--- config.mk ---
export PLATFORM = sky130hd
export DESIGN_NAME = fetch_stage_flat
export DESIGN_NICKNAME = d
export VERILOG_FILES = /design/src/rtl/fetch_pkg.sv /design/src/rtl/fetch_stage_if.sv /design/src/rtl/pc_gen.sv /design/src/rtl/fetch_stage.sv /design/src/flat_wrapper.sv
export SDC_FILE = /design/constraint.sdc
export NUM_CORES = 1
export LEC_CHECK = 0
export ABC_AREA = 0
export BUFFER_PORTS_ARGS = -buffer_cell sky130_fd_sc_hd__buf_2
export CORE_ASPECT_RATIO = 1.25
export CORE_UTILIZATION = 50
export CTS_CLUSTER_DIAMETER = 120
export DETAILED_ROUTE_END_ITERATION = 6
export GPL_TIMING_DRIVEN = 0
export PLACE_DENSITY = 0.71
export SYNTH_ARGS = -nofsm -noshare
export SYNTH_HDL_FRONTEND = slang
export SYNTH_HIERARCHICAL = 1
export SYNTH_SLANG_ARGS = --single-unit
--- constraint.sdc ---
create_clock -name clk -period 3.05 [get_ports clk]
set_clock_uncertainty 0.2 [all_clocks]
set_input_delay 0.61 -clock clk [delete_from_list [all_inputs] [get_ports clk]]
set_output_delay 0.61 -clock clk [all_outputs]
set_load 0.03 [all_outputs]
--- src/rtl/fetch_pkg.sv ---
// rtl/fetch_pkg.sv - shared types and constants for the instruction-fetch stage
package fetch_pkg;

   typedef enum logic [1:0] {
      IDLE = 2'd0,
      REQ  = 2'd1,
      WAIT = 2'd2,
      HOLD = 2'd3
   } fetch_state_t;

   localparam logic [31:0] NOP_INSTR       = 32'h0000_0013;
   localparam int          FETCH_DEC_WIDTH = 64;

endpackage

--- src/rtl/fetch_stage_if.sv ---
// rtl/fetch_stage_if.sv - single-outstanding instruction-memory request/response bus
interface fetch_stage_if;

   logic        imem_req;
   logic [31:0] imem_addr;
   logic        imem_gnt;
   logic        imem_rvalid;
   logic [31:0] imem_rdata;

   modport master (
      output imem_req,
      output imem_addr,
      input  imem_gnt,
      input  imem_rvalid,
      input  imem_rdata
   );

   modport slave (
      input  imem_req,
      input  imem_addr,
      output imem_gnt,
      output imem_rvalid,
      output imem_rdata
   );

endinterface

--- src/rtl/pc_gen.sv ---
// rtl/pc_gen.sv - program counter with reset load, +4 advance and redirect load
module pc_gen #(
   parameter logic [31:0] RESET_PC = 32'h0000_0000
) (
   input  logic        clk,
   input  logic        rst,
   input  logic        advance,
   input  logic        redirect,
   input  logic [31:0] redirect_pc,
   output logic [31:0] pc,
   output logic [31:0] req_pc
);

   // Redirect wins over advance; req_pc remembers the address of the granted request.
   always_ff @(posedge clk) begin
      if (rst) begin
         pc     <= RESET_PC;
         req_pc <= RESET_PC;
      end else begin
         if (redirect) begin
            pc <= redirect_pc & ~32'd3;
         end else if (advance) begin
            pc <= pc + 32'd4;
         end
         if (advance) begin
            req_pc <= pc;
         end
      end
   end

endmodule

--- src/rtl/fetch_stage.sv ---
// rtl/fetch_stage.sv - RV32 instruction-fetch stage feeding the fetch/decode register
module fetch_stage #(
   parameter logic [31:0] RESET_PC  = 32'h0000_0000,
   parameter logic [31:0] NOP_INSTR = fetch_pkg::NOP_INSTR
) (
   input  logic                                 clk,
   input  logic                                 rst,
   input  logic                                 stall,
   input  logic                                 redirect,
   input  logic [31:0]                          redirect_pc,
   fetch_stage_if.master                        imem,
   output logic [fetch_pkg::FETCH_DEC_WIDTH-1:0] fetch_dec_reg,
   output logic                                 fetch_dec_valid
);

   import fetch_pkg::*;

   localparam logic [FETCH_DEC_WIDTH-1:0] BUBBLE = {NOP_INSTR, 32'h0000_0000};

   fetch_state_t               state;
   logic                       drop;
   logic [FETCH_DEC_WIDTH-1:0] hold;
   logic [31:0]                pc;
   logic [31:0]                req_pc;
   logic                       advance;

   assign advance = (state == REQ) && imem.imem_gnt;

   pc_gen #(
      .RESET_PC (RESET_PC)
   ) u_pc_gen (
      .clk         (clk),
      .rst         (rst),
      .advance     (advance),
      .redirect    (redirect),
      .redirect_pc (redirect_pc),
      .pc          (pc),
      .req_pc      (req_pc)
   );

   assign imem.imem_req  = (state == REQ);
   assign imem.imem_addr = pc;

   // Fetch FSM: redirect flushes first, otherwise request, wait, and park data while stalled.
   always_ff @(posedge clk) begin
      if (rst) begin
         state           <= IDLE;
         drop            <= 1'b0;
         hold            <= '0;
         fetch_dec_reg   <= BUBBLE;
         fetch_dec_valid <= 1'b0;
      end else if (redirect) begin
         fetch_dec_reg   <= BUBBLE;
         fetch_dec_valid <= 1'b0;
         hold            <= '0;
         case (state)
            REQ: begin
               if (imem.imem_gnt) begin
                  drop  <= 1'b1;
                  state <= WAIT;
               end
            end
            WAIT: begin
               if (imem.imem_rvalid) begin
                  drop  <= 1'b0;
                  state <= REQ;
               end else begin
                  drop <= 1'b1;
               end
            end
            default: state <= REQ;
         endcase
      end else begin
         case (state)
            IDLE: state <= REQ;
            REQ: begin
               if (imem.imem_gnt) begin
                  state <= WAIT;
               end
            end
            WAIT: begin
               if (imem.imem_rvalid) begin
                  if (drop) begin
                     drop  <= 1'b0;
                     state <= REQ;
                  end else if (!stall) begin
                     fetch_dec_reg   <= {imem.imem_rdata, req_pc};
                     fetch_dec_valid <= 1'b1;
                     state           <= REQ;
                  end else begin
                     hold  <= {imem.imem_rdata, req_pc};
                     state <= HOLD;
                  end
               end
            end
            HOLD: begin
               if (!stall) begin
                  fetch_dec_reg   <= hold;
                  fetch_dec_valid <= 1'b1;
                  state           <= REQ;
               end
            end
            default: state <= IDLE;
         endcase
      end
   end

endmodule

--- src/flat_wrapper.sv ---
// flat-port wrapper written by rule: the top's interface ports become plain ports
module fetch_stage_flat import fetch_pkg::*;
#(
   parameter logic [31:0] RESET_PC  = 32'h0000_0000,
   parameter logic [31:0] NOP_INSTR = fetch_pkg::NOP_INSTR
)
  (clk, rst, stall, redirect, redirect_pc, fetch_dec_reg, fetch_dec_valid, imem_imem_req, imem_imem_addr, imem_imem_gnt, imem_imem_rvalid, imem_imem_rdata);
  fetch_stage_if imem_i ();
  input  logic clk;
  input  logic rst;
  input  logic stall;
  input  logic redirect;
  input  logic [31:0] redirect_pc;
  output logic [fetch_pkg::FETCH_DEC_WIDTH-1:0] fetch_dec_reg;
  output logic fetch_dec_valid;
  output wire logic [$bits(imem_i.imem_req)-1:0] imem_imem_req;
  output wire logic [$bits(imem_i.imem_addr)-1:0] imem_imem_addr;
  input wire logic [$bits(imem_i.imem_gnt)-1:0] imem_imem_gnt;
  input wire logic [$bits(imem_i.imem_rvalid)-1:0] imem_imem_rvalid;
  input wire logic [$bits(imem_i.imem_rdata)-1:0] imem_imem_rdata;
  assign imem_imem_req = imem_i.imem_req;
  assign imem_imem_addr = imem_i.imem_addr;
  assign imem_i.imem_gnt = imem_imem_gnt;
  assign imem_i.imem_rvalid = imem_imem_rvalid;
  assign imem_i.imem_rdata = imem_imem_rdata;
  fetch_stage #(.RESET_PC(RESET_PC), .NOP_INSTR(NOP_INSTR)) u_core (.clk(clk), .rst(rst), .stall(stall), .redirect(redirect), .redirect_pc(redirect_pc), .imem(imem_i), .fetch_dec_reg(fetch_dec_reg), .fetch_dec_valid(fetch_dec_valid));
endmodule
==> results.md <==
* Routed vias/inst at 5.25
* Met2 Usage GRT at 40.9%
* Drt first-iter violations at 461
* Relative slew slack at 50.1%
* Post-Syn Area per Cell at 8.82 sq um
* Die Y at 151 um
* Flop2flop setup slack at 290 ps
* Family with the most delay on the worst path: simple AND/OR/NAND/NOR gates
* Total gr overflow at 0
* Core footprint at 17,000 sq um
* Required time worst endpoint at 3140 ps
* Global-route wire length before repair at 34.2 mm
* Clock tree buffer depth at 2
* Worst path max stage delay at 410 ps
* Hold/Removal Path Class: input port to flip-flop
* Leakage at 4.45 nW
* Most used cell, CP: buf_2
* Fin crit period at 2760 ps
* Share of layout cells above drive strength 1 at 26.1%
* Slew @ Worst Pin at 741 ps
* Final Total Pwr at 5.35 mW
* Die W at 121 um
* Clock transition at the registers of the reported paths at 70 ps
* R2R Path End: u_core/u_pc_gen/pc[26]$_SDFFE_PP0P_
* Avg WL per Cell at 15.3 um
* Arrival time at the worst endpoint at 2850 ps
* Gpl congestion at 0.885
* H-Tree Depth at 4
* Vias in the first global route at 6,978
* Setup Slack @ Placement at 86.1 ps
* Area Overhead vs Synth at 19.1%
* GRT Overall Usage at 23.7%
* CTS tree: yes
* Power Density at 509 nW/um^2
* Crit Path Max Fanout at 10
* Std cell rows at 53
* DRC at 0
* Initial Utilization at 51.8%
* Critical path's slowest cell: a2111oi_0
* Commonest non-fill, non-tap cell in the layout: nand2_1
* Crit path buf inv count at 3
* # diodes at 0
* Main synth FF type: dfxtp_1
* Post-synthesis register bit count at 192
* Synthesized netlist cell count at 1,001
* WHS Endpoint: u_core/hold[54]$_SDFFE_PP0P_
* Max-Cap Viols at 0
* Net count, final at 1,262
* Highest-count cells in the layout ignoring fill and taps: 265 x nand2_1, 192 x dfxtp_1, 189 x buf_2
* Largest net degree at the start of global routing at 17
* Number of clock sinks at 192
* Synth warn at 6
* Final Cycle Share at 90.4%
* RSZ-0062 raised after global routing: no
* Startpoint types: flip-flop
* Drt pass-1 iters at 4
* Critical register-to-register path startpoint: u_core/state[1]$_SDFFE_PP0P_
* Port bufs at 163
* Critical path cell sequence: inv_1, ha_1, and2_1, buf_2, nand4_1, nor4_2, buf_2, a311oi_1, a2111oi_0
* Crit path kind: flip-flop to flip-flop
* Full die area at 18,200 sq um
* Final setup margin at 293 ps
* HP Start: imem_imem_rdata[22]
* Initial antenna violation count at 0
* GR met3 Demand/Resource at 3.18%
* Status: completed
* R2R depth at 9
* CP endpoint kind: flip-flop
* Endpoints failing hold at 0
* Max VDD drop at 0.384 mV
* Sequential area share after synthesis at 43.5%
* Vias at 7,445
* Final ANT Viol Nets at 0
* Synthesized cell area at 8830 sq um
* Fmax at 363 MHz
* IO Pins at 168
* GR Util met1 at 29.7%
* Setup-failing EPs final at 0
* Worst skew pair latency at 420 ps
* Total negative setup slack at 0 ps
* Total CTS buffers at 17
* Most Crowded Layer GR: met2
* Root Buffer: clkbuf_16
* Final max-slew violation count at 0
* Hold_buf cts at 0
* HPWL after DPL at 15.9 mm
* Drt total wl at 21.7 mm
* Asr flop ratio synth at 0%
* Number of flops mapped to enable cells by yosys at 0
* Cell variety after synth at 55
* Worst hold path cell count at 3
power by group:
part	switching (mW)	internal, mW
clock network	0.960	1.23
logic	0.320	0.217
registers	0.0708	2.56
Yosys cell counts (all sizes together), types with 2 or more instances:
cell type	instances	share of area, %
a21oi	74	4.2
a2111oi	6	0.60
or2	4	0.28
nand4	8	0.64
nand3	9	0.62
o21ai	7	0.40
nor3	10	0.57
ha	6	0.85
nand2b	2	0.14
nor2b	11	0.78
xor2	2	0.20
clkbuf	22	0.94
nand2	265	11
and3	4	0.28
dfxtp	192	44
nor4	9	0.64
or4	4	0.34
a311oi	13	1.3
and2	2	0.14
xnor2	8	0.79
mux2	61	7.8
a211oi	14	1.4
inv	14	0.60
nor2	61	2.7
o41ai	2	0.20
nand4bb	2	0.26
mux2i	96	11
o31ai	7	0.60
o31a	2	0.20
nand3b	2	0.17
and4	7	0.69
buf	55	4.3
or3	8	0.62
cell families (layout without fill, tap and decap cells):
family                   count (synthesis)  after routing  synth area share (%)
multiplexers                           157            157                  18.7
AO/OA/AOI/OAI                          132            132                  9.51
AND/OR/NAND/NOR                        412            412                  20.5
other                                    1              4                0.0425
adder cells (fa/ha/maj)                  6              6                 0.850
flip-flops                             192            192                  43.5
buffers and inverters                   91            285                  5.85
XOR/XNOR                                10             10                 0.992
through the flow:
| step | hold slack [ps] | cells | utilization, % | area [sq um] |
|---|---|---|---|---|
| floorplan | 231 | 1004 | - | 8840 |
| global placement | 238 | 1387 | 58.3 | 9930 |
| detailed placement | 243 | 1387 | 58.3 | 9930 |
| CTS | 210 | 1418 | 61.6 | 10500 |
| global route | 220 | 1418 | 61.7 | 10500 |
| finish | 225 | 1418 | 61.7 | 10500 |
metal layers:
layer  share of wire (%)  up-vias
met3                 4.0       27
met5                   0        -
met2                  49      201
met1                  45     3416
li1                    -     3801
met4                 1.8        0
worst register-to-register path, cell delays in order (launching register included):
cell and delay [ps]:
dfxtp_1 350, inv_1 120, ha_1 220, and2_1 220
buf_2 250, nand4_1 130, nor4_2 330, buf_2 280
a311oi_1 110, a2111oi_0 410
final cells by class:
type / count / area [sq um]
Buffer: 77 / 464
Fill cell: 1517 / 6530
Clock buffer: 18 / 439
Inverter: 14 / 52.6
Sequential cell: 192 / 3840
Multi-Input combinational cell: 721 / 4490
Tap cell: 220 / 275
Timing Repair Buffer: 163 / 816
Clock inverter: 13 / 136
worst max-delay path by stage:
stage / startpoint / endpoint / cells after the start
3_3_place_gp: imem_imem_gnt / u_core/u_pc_gen/pc[24]$_SDFFE_PP0P_ / 8
4_1_cts: u_core/state[0]$_SDFFE_PP0P_ / u_core/u_pc_gen/pc[26]$_SDFFE_PP0P_ / 8
6_report: u_core/state[1]$_SDFFE_PP0P_ / u_core/u_pc_gen/pc[26]$_SDFFE_PP0P_ / 9
2_1_floorplan: u_core/u_pc_gen/pc[2]$_SDFFE_PP0P_ / u_core/u_pc_gen/pc[20]$_SDFFE_PP0P_ / 5
5_1_grt: u_core/state[1]$_SDFFE_PP0P_ / u_core/u_pc_gen/pc[24]$_SDFFE_PP0P_ / 9
3_5_place_dp: imem_imem_gnt / u_core/u_pc_gen/pc[26]$_SDFFE_PP0P_ / 8
what timing repair did:
action | CTS | global route
buffers inserted | 0 | 0
resized for setup | 0 | 1
endpoints found under the setup margin | 0 | 3
No activity file was read; power rests on OpenSTA's default activity.
